`config.mk`:
```
export PLATFORM = sky130hd
export DESIGN_NAME = cnn_window_gen
export DESIGN_NICKNAME = d
export VERILOG_FILES = /design/src/rtl/cnn_window_gen_pkg.sv /design/src/rtl/cnn_line_delay.sv /design/src/rtl/cnn_window_gen.sv
export SDC_FILE = /design/constraint.sdc
export NUM_CORES = 1
export LEC_CHECK = 0
export BUFFER_PORTS_ARGS = -buffer_cell sky130_fd_sc_hd__buf_2
export CORE_MARGIN = 2
export CORE_UTILIZATION = 60
export CTS_CLUSTER_DIAMETER = 50
export DETAILED_ROUTE_END_ITERATION = 10
export GPL_ROUTABILITY_DRIVEN = 0
export PLACE_DENSITY = 0.78
export SLEW_MARGIN = 30
export SYNTH_ARGS = -nofsm -noshare
export SYNTH_HDL_FRONTEND = slang
export SYNTH_HIERARCHICAL = 1
export SYNTH_SLANG_ARGS = --single-unit
```
`constraint.sdc`:
```
create_clock -name clk -period 15.8 [get_ports clk]
set_input_delay 1.58 -clock clk [delete_from_list [all_inputs] [get_ports clk]]
set_output_delay 1.58 -clock clk [all_outputs]
set_load 0.02 [all_outputs]
```
`src/rtl/cnn_window_gen_pkg.sv`:
```
`default_nettype none
// ============================================================================
// Module      : cnn_window_gen_pkg
// Description : Shared definitions for the CNN window generator. Holds the
//               default kernel/channel geometry and the single definition
//               of the flattened window index used by cnn_core and by
//               cnn_window_gen.
// Revision    : 1.0 - initial release
// ============================================================================
package cnn_window_gen_pkg;

  // Default geometry. The instantiating modules may override these.
  localparam int CI_DEF     = 3;
  localparam int KX_DEF     = 3;
  localparam int KY_DEF     = 3;
  localparam int I_F_BW_DEF = 8;

  // Flattened element position of (ich, ky, kx) inside a window, in units of
  // samples. Multiply by the sample width to get the bit offset.
  function automatic int win_idx(input int ich, input int ky, input int kx,
                                 input int ky_n, input int kx_n);
    return ich * ky_n * kx_n + ky * kx_n + kx;
  endfunction

endpackage
`default_nettype wire

```
`src/rtl/cnn_line_delay.sv`:
```
`default_nettype none
// ============================================================================
// Module      : cnn_line_delay
// Description : Enable-gated circular-buffer delay line, DEPTH entries of
//               WIDTH bits. On every enabled cycle the entry at the pointer
//               is presented on dout (the sample written DEPTH enabled
//               cycles earlier) and then overwritten with din.
// Ports       : clk  - rising-edge clock
//               rst  - synchronous active-high reset (pointer only)
//               en   - advance the delay line by one sample
//               din  - sample entering the line
//               dout - sample leaving the line (combinational read)
// Revision    : 1.0 - initial release
// ============================================================================
module cnn_line_delay
  import cnn_window_gen_pkg::*;
#(
  parameter int DEPTH = 16,
  parameter int WIDTH = 24
) (
  input  logic             clk,
  input  logic             rst,
  input  logic             en,
  input  logic [WIDTH-1:0] din,
  output logic [WIDTH-1:0] dout
);

  localparam int PTR_W = (DEPTH > 1) ? $clog2(DEPTH) : 1;

  logic [WIDTH-1:0] mem [DEPTH];
  logic [PTR_W-1:0] ptr;

  // Read-before-write at the same address: dout reflects the old contents
  // while the write of din lands at the clock edge.
  assign dout = mem[ptr];

  always_ff @(posedge clk) begin
    if (rst) begin
      ptr <= '0;
    end else if (en) begin
      if (ptr == PTR_W'(DEPTH - 1)) begin
        ptr <= '0;
      end else begin
        ptr <= ptr + PTR_W'(1);
      end
    end
  end

  // Storage carries no reset: stale entries are never emitted downstream.
  always_ff @(posedge clk) begin
    if (en && !rst) begin
      mem[ptr] <= din;
    end
  end

endmodule
`default_nettype wire

```
`src/rtl/cnn_window_gen.sv`:
```
`default_nettype none
// ============================================================================
// Module      : cnn_window_gen
// Description : Converts a raster-order pixel stream into flattened
//               KX x KY x CI windows for cnn_core. Buffers KY-1 lines in
//               chained delay lines and keeps a KY x KX register window.
//               One window is emitted, one cycle after the pixel, for every
//               fully interior position (no padding, stride 1).
// Ports       : clk          - rising-edge clock
//               i_soft_reset - synchronous active-high reset
//               i_in_valid   - pixel present this cycle
//               i_in_pixel   - CI samples, channel ich at [ich*I_F_BW +: I_F_BW]
//               o_ot_valid   - one-cycle strobe per window
//               o_ot_fmap    - window, element (ich,ky,kx) at
//                              [(ich*KY*KX + ky*KX + kx)*I_F_BW +: I_F_BW]
//               o_frame_done - pulse with the last window of a frame
// Revision    : 1.0 - initial release
// ============================================================================
module cnn_window_gen
  import cnn_window_gen_pkg::*;
#(
  parameter int CI     = CI_DEF,
  parameter int KX     = KX_DEF,
  parameter int KY     = KY_DEF,
  parameter int I_F_BW = I_F_BW_DEF,
  parameter int IMG_W  = 16,
  parameter int IMG_H  = 16
) (
  input  logic                         clk,
  input  logic                         i_soft_reset,
  input  logic                         i_in_valid,
  input  logic [CI*I_F_BW-1:0]         i_in_pixel,
  output logic                         o_ot_valid,
  output logic [CI*KX*KY*I_F_BW-1:0]   o_ot_fmap,
  output logic                         o_frame_done
);

  localparam int PIX_W  = CI * I_F_BW;
  localparam int FMAP_W = PIX_W * KX * KY;
  localparam int COL_W  = (IMG_W > 1) ? $clog2(IMG_W) : 1;
  localparam int ROW_W  = (IMG_H > 1) ? $clog2(IMG_H) : 1;

  logic [COL_W-1:0]  col;
  logic [ROW_W-1:0]  row;
  logic              accept;
  logic              emit;
  logic              last_pix;

  // chain[0] is the incoming pixel, chain[j+1] is the output of line delay j
  // (the pixel j+1 rows above at the same column).
  logic [PIX_W-1:0]  chain    [KY];
  logic [PIX_W-1:0]  win      [KY][KX];
  logic [PIX_W-1:0]  win_next [KY][KX];
  logic [FMAP_W-1:0] fmap_next;

  // Reset wins over a pixel presented in the same cycle.
  assign accept   = i_in_valid && !i_soft_reset;
  assign emit     = accept && (row >= ROW_W'(KY - 1)) && (col >= COL_W'(KX - 1));
  assign last_pix = (row == ROW_W'(IMG_H - 1)) && (col == COL_W'(IMG_W - 1));

  assign chain[0] = i_in_pixel;

  generate
    for (genvar j = 0; j < KY - 1; j++) begin : g_line
      cnn_line_delay #(
        .DEPTH (IMG_W),
        .WIDTH (PIX_W)
      ) u_line_delay (
        .clk  (clk),
        .rst  (i_soft_reset),
        .en   (accept),
        .din  (chain[j]),
        .dout (chain[j+1])
      );
    end
  endgenerate

  // Shift the window one column left and load the new rightmost column:
  // bottom row (ky=KY-1) from the incoming pixel, rows above from the
  // progressively deeper line delays.
  always_comb begin
    for (int ky = 0; ky < KY; ky++) begin
      for (int kx = 0; kx < KX - 1; kx++) begin
        win_next[ky][kx] = win[ky][kx+1];
      end
      win_next[ky][KX-1] = chain[KY-1-ky];
    end
  end

  always_comb begin
    fmap_next = '0;
    for (int ich = 0; ich < CI; ich++) begin
      for (int ky = 0; ky < KY; ky++) begin
        for (int kx = 0; kx < KX; kx++) begin
          fmap_next[win_idx(ich, ky, kx, KY, KX)*I_F_BW +: I_F_BW] =
            win_next[ky][kx][ich*I_F_BW +: I_F_BW];
        end
      end
    end
  end

  // Window contents are don't-care after reset, so no reset here.
  always_ff @(posedge clk) begin
    if (accept) begin
      for (int ky = 0; ky < KY; ky++) begin
        for (int kx = 0; kx < KX; kx++) begin
          win[ky][kx] <= win_next[ky][kx];
        end
      end
    end
  end

  always_ff @(posedge clk) begin
    if (i_soft_reset) begin
      col          <= '0;
      row          <= '0;
      o_ot_valid   <= 1'b0;
      o_ot_fmap    <= '0;
      o_frame_done <= 1'b0;
    end else begin
      o_ot_valid   <= emit;
      o_frame_done <= emit && last_pix;
      // Output register only moves on an emitted window, so it holds across
      // input gaps and across non-interior pixels.
      if (emit) begin
        o_ot_fmap <= fmap_next;
      end
      if (i_in_valid) begin
        if (col == COL_W'(IMG_W - 1)) begin
          col <= '0;
          if (row == ROW_W'(IMG_H - 1)) begin
            row <= '0;
          end else begin
            row <= row + ROW_W'(1);
          end
        end else begin
          col <= col + COL_W'(1);
        end
      end
    end
  end

endmodule
`default_nettype wire

```
Yosys cells after proc, flatten, opt, wreduce, memory -nomap -nowiden
Memory sizes are Yosys's and may differ from the RTL's. A register that Yosys moved wholly into a read port is not among the register bits. Cells that the tools add are included.

Word-level logic and storage cells: 40. Bits in writable memories: 984. Output and inout port bits: 218. Flip-flop bits (word level): 234. Memories: 3.

Order comparisons: 2. Equal/unequal tests: 4. Reductions and logical operators: 8. $add $sub $neg: 4. Muxes and demuxes: 12.

Memories: g_line[0].u_line_delay.mem (depth 16, width 24, rd ports 1, clocked after memory_dff 1, wr ports 1, line cnn_line_delay.sv:30) `logic [WIDTH-1:0] mem [DEPTH];`; g_line[1].u_line_delay.mem (depth 16, width 24, rd ports 1, clocked after memory_dff 1, wr ports 1, line cnn_line_delay.sv:30); win (depth 3, width 72, rd ports 3, clocked after memory_dff 0, wr ports 3, line cnn_window_gen.sv:52) `logic [PIX_W-1:0] win [KY][KX];`.

Operator list (count): $mux W4 (8); $add A4 B1 Y4 const B (4); $eq A4 B4 Y1 const B (4); $ge A4 B2 Y1 const B (2); $logic_and A1 B1 Y1 (6); $mux W1 (4); $reduce_and A2 Y1 (1); $logic_not A1 Y1 (1).

Depth between registers and ports, before layout
Word-level depth: 5. Mapped depth: 8.

Modules after synthesis
The synthesis kept the hierarchy.

By module, submodules not included: cnn_line_delay (times used 2, cells each 639, area each 14780.4 um2); cnn_window_gen (times used 1, cells each 895, area each 13574.3 um2).

Worst setup path after synthesis
OpenSTA, ideal clock, no wires.

Path kind: input to register. Start: input i_soft_reset. End: memory g_line[0].u_line_delay.mem[4][0] (enable). Path slack: 8.239 ns. Buffers on the path: 1. Stages: 5. Arrival time: 7.178 ns. Data required time: 15.417 ns. Cell sequence: buf_2 > nor2b_2 > nand2_1 > nor3_1 > and2_1.

Longest elaborated chain between the ends: 5.

Ends and longest elaborated chain: from (decl) (line cnn_window_gen.sv:30) `input logic i_soft_reset,`; $logic_not A1 Y1 (line cnn_window_gen.sv:57) `assign accept = i_in_valid && !i_soft_reset;`; $logic_and A1 B1 Y1 (line cnn_window_gen.sv:57); net accept (line cnn_window_gen.sv:45) `logic accept;`; $logic_and A1 B1 Y1 (line cnn_line_delay.sv:51) `if (en && !rst) begin`; $mux W1 (line cnn_line_delay.sv:51); $mux W1 (not written as such) (line cnn_line_delay.sv:52) `mem[ptr] <= din;`; to (decl) (line cnn_line_delay.sv:30).

The timed path passes the listed nets, and every way through them passes these cells.

Worst setup path after layout
Start: input i_soft_reset. End: memory g_line[1].u_line_delay.mem[7][20] (enable).

Longest elaborated chain between the ends: 5.

Ends and longest elaborated chain (line): $logic_not A1 Y1 (cnn_window_gen.sv:57); $logic_and A1 B1 Y1 (cnn_window_gen.sv:57); net accept (cnn_window_gen.sv:45); $logic_and A1 B1 Y1 (cnn_line_delay.sv:51); $mux W1 (cnn_line_delay.sv:51); $mux W1 (not written as such) (cnn_line_delay.sv:52); to (decl) (cnn_line_delay.sv:30).

The timed path passes the listed nets, and every way through them passes these cells.

==> flow_summary.json <==
{
  "rsz0062_at_grt": "no",
  "timing.hold.ws_ps": 447.6,
  "ant_nets": 0,
  "grt_use_total": 0.2571,
  "cts_post_setup_buffers_inserted": 0,
  "drive_gt1_frac": 0.3522,
  "syn_nets": 2214,
  "initial_core_util": 0.6044,
  "numClockSinks": 1154,
  "cts_resized": 0,
  "worstSetupEndpointType": "flip-flop",
  "cts.clk_slew.worst_paths_ps": 60,
  "relSlewSlack": 0.3441,
  "met2_length_um": 46410,
  "cp.depth": 7,
  "multi_input_area_um2": 10280,
  "fin_nets": 2486,
  "crit_top_cell": "buf_4",
  "vdd_ir_drop_max_mv": 0.1055,
  "tritoncts": "yes",
  "top_layer_used": "met4",
  "die_h_um": 272.1,
  "cts_buffers": 115,
  "worstSetupPathType": "in2reg",
  "dp_hpwl_um": 51680,
  "synth_cells": 2173,
  "finalSetupViolCount": 0,
  "drt_iter0_drc": 2203,
  "start_kind": "input pin",
  "cap_violations": 0,
  "avgSynthCellArea_um2": 19.85,
  "antenna_found_initial": 0,
  "core_um2": 71360,
  "io_pins": 245,
  "grt_pass1_wl_um": 140600,
  "area.sequential_um2": 32250,
  "setup_tns_ps": 0,
  "drt-pass1-iter-count": 5,
  "cts_max_path_buffers": 3,
  "die_area_um2": 74050,
  "p_leak_nw": 17.39,
  "wl_met3_um": 8604,
  "slowest_stage": "nor2b_4",
  "synth.area.top_cells": "edfxtp_1 (63%), dfxtp_1 (11%), mux4_2 (10%)",
  "crit_family": "simple AND/OR/NAND/NOR gates",
  "ctsHoldBuffers": 0,
  "synth-main-ff-cell": "edfxtp_1",
  "num_rows": 98,
  "io_buffers": 244,
  "period_share": 0.3074,
  "hold_class": "reg2reg",
  "critPathRequiredTime_ps": 16170,
  "ys_seq_elements": 1154,
  "hold_violations": 0,
  "synth_largest_area_cell": "edfxtp_1",
  "route.vias.total": 21341,
  "worst_hold_path.num_cells": 0,
  "routedWlPerCell_um": 27.13,
  "async_reset_ff_frac": 0,
  "clk-insertion-delay-late_ps": 690,
  "grt_start_max_net_pins": 106,
  "synthToLayoutAreaGrowth_pct": 13.55,
  "clock_skew_ps": 20.86,
  "grt_pass1_vias": 22310,
  "fin_crit_ps": 4856,
  "worstRegToRegCells": 6,
  "drt-met1-wl_um": 36740,
  "tightest_slew_ps": 983.8,
  "wl_um": 94890,
  "synth_top_area_share": 0.6349,
  "synth_edf_count": 912,
  "vias_per_cell": 6.103,
  "die_x_um": 272.1,
  "r2r_slack_ps": 11520,
  "worstPathCellList": "clkbuf_8 -> nor2b_4 -> buf_4 -> nand2_1 -> nor3_1 -> and2_1 -> buf_4",
  "syn_area_um2": 43140,
  "clockRootBuffer": "clkbuf_16",
  "ys_warn_count": 6,
  "finalMaxSlewViolations": 0,
  "cpPeakStageDelay_ps": 820,
  "powerDensity_nw_per_um2": 126.3,
  "status": "finished clean",
  "max_freq_mhz": 205.9,
  "fillCellCount": 4359,
  "h-tree-depth": 3,
  "crit_buf_inv": 3,
  "worstPathArrival_ps": 5220,
  "grt.overflow.total": 0,
  "n_antenna_cell": 0,
  "cp_max_fo": 60,
  "seq_area_frac_synth": 0.7472,
  "ys_types": 38,
  "drc_errors": 0
}
[synth_stat cells (all sizes together), types with 3 or more instances]
library cell  number
ha                14
clkbuf            59
edfxtp           912
o21ai              3
nor2b            221
nor2              16
nand3              3
mux4             192
mux2             216
buf               59
a21oi              7
xor2               3
nor3               7
mux2i              4
nand2             55
inv                8
and2              34
dfxtp            242
a22oi             96
nand2b             4
[through the flow]
step	instances	area [µm²]	util	setup WS (ps)	total power (W)
after global routing	3497	48980	0.6863	10780	0.006347
after CTS	3496	48940	0.6858	11050	0.006217
final	3497	48980	0.6863	10940	0.006187
after detailed placement	3277	45190	0.6332	10370	0.003583
after floorplan	2173	43140	-	8239	0.003511
after global placement	3277	45180	0.6331	10430	0.003573
[state kept, by name, indices dropped and copies added, names as in the netlist, named ones only]
| signal | flops |
|---|---|
| o_ot_fmap | 216 |
| o_frame_done | 1 |
| g_line.u_line_delay/mem | 768 |
| row | 4 |
| o_ot_valid | 1 |
| col | 4 |
| g_line.u_line_delay/ptr | 8 |
| win | 144 |
[layer usage]
metal,vias up,GRT usage
met4,0,0.09688
met1,11041,0.3427
met3,174,0.06048
met5,-,0
met2,1049,0.4176
li1,9077,-
[placed cells by master (no fill, tap or decap), types with 3 or more instances in the layout]
cell type and count:
clkinv_8 4, clkinvlp_4 9, mux2_4 100, o21ai_0 3
buf_6 3, clkinv_4 3, clkinv_1 13, inv_1 8
buf_4 25, clkbuf_8 15, dfxtp_4 4, ha_1 14
nand2b_1 4, nor3_1 7, clkbuf_1 27, edfxtp_1 912
a21oi_1 7, xor2_1 3, nor2_1 14, a22oi_1 96
mux2_2 116, dfxtp_1 238, nor2b_2 3, inv_6 5
nand2_1 54, mux4_2 192, clkbuf_16 116, nor2b_1 216
and2_1 10, nand3_1 3, buf_2 243, mux2i_1 4
and2_2 24, clkinv_2 20, bufinv_16 5
[worst register-to-register path, delay by kind of cell, from the launching register on]
family                 cells  cell delay [ps]
AOI/OAI and AO/OA          1              320
and+or+nand+nor            1              590
DFF                        1              670
muxes                      2             1140
buffers and inverters      2             1430
[cells by family after synthesis]
group                    Yosys count  synth area share
flip-flops                      1154            0.7472
multiplexers                     412            0.1663
AND/OR/NAND/NOR                  349           0.04650
buffers and inverters            126           0.01587
AO/OA/AOI/OAI                    114           0.01929
adder cells (fa/ha/maj)           14          0.004061
XOR/XNOR                           4         0.0008123
[area by class of cell]
cell class	instances	share of cell area
clock buffer	157	0.06527
clock inverter	62	0.01139
inverter	8	0.0006131
multi-input combinational	893	0.2099
sequential	1154	0.6584
tap	950	0.02427
timing repair buffer	273	0.03020
[where the power goes]
part           switching [W]  internal [W]
sequential         0.0000178       0.00331
clock                0.00116       0.00151
combinational       0.000124     0.0000665
total                0.00130       0.00489
[worst paths after layout]
check | start | end
worst min register to register | win[1][4] | win[1][28]
worst max register to register | flip-flop | o_ot_fmap[114]
worst min-delay path | win[1][4] | win[1][28]
worst max-delay path | i_soft_reset | g_line[1].u_line_delay/mem[7][20]
No activity file was read; power rests on OpenSTA's default activity.
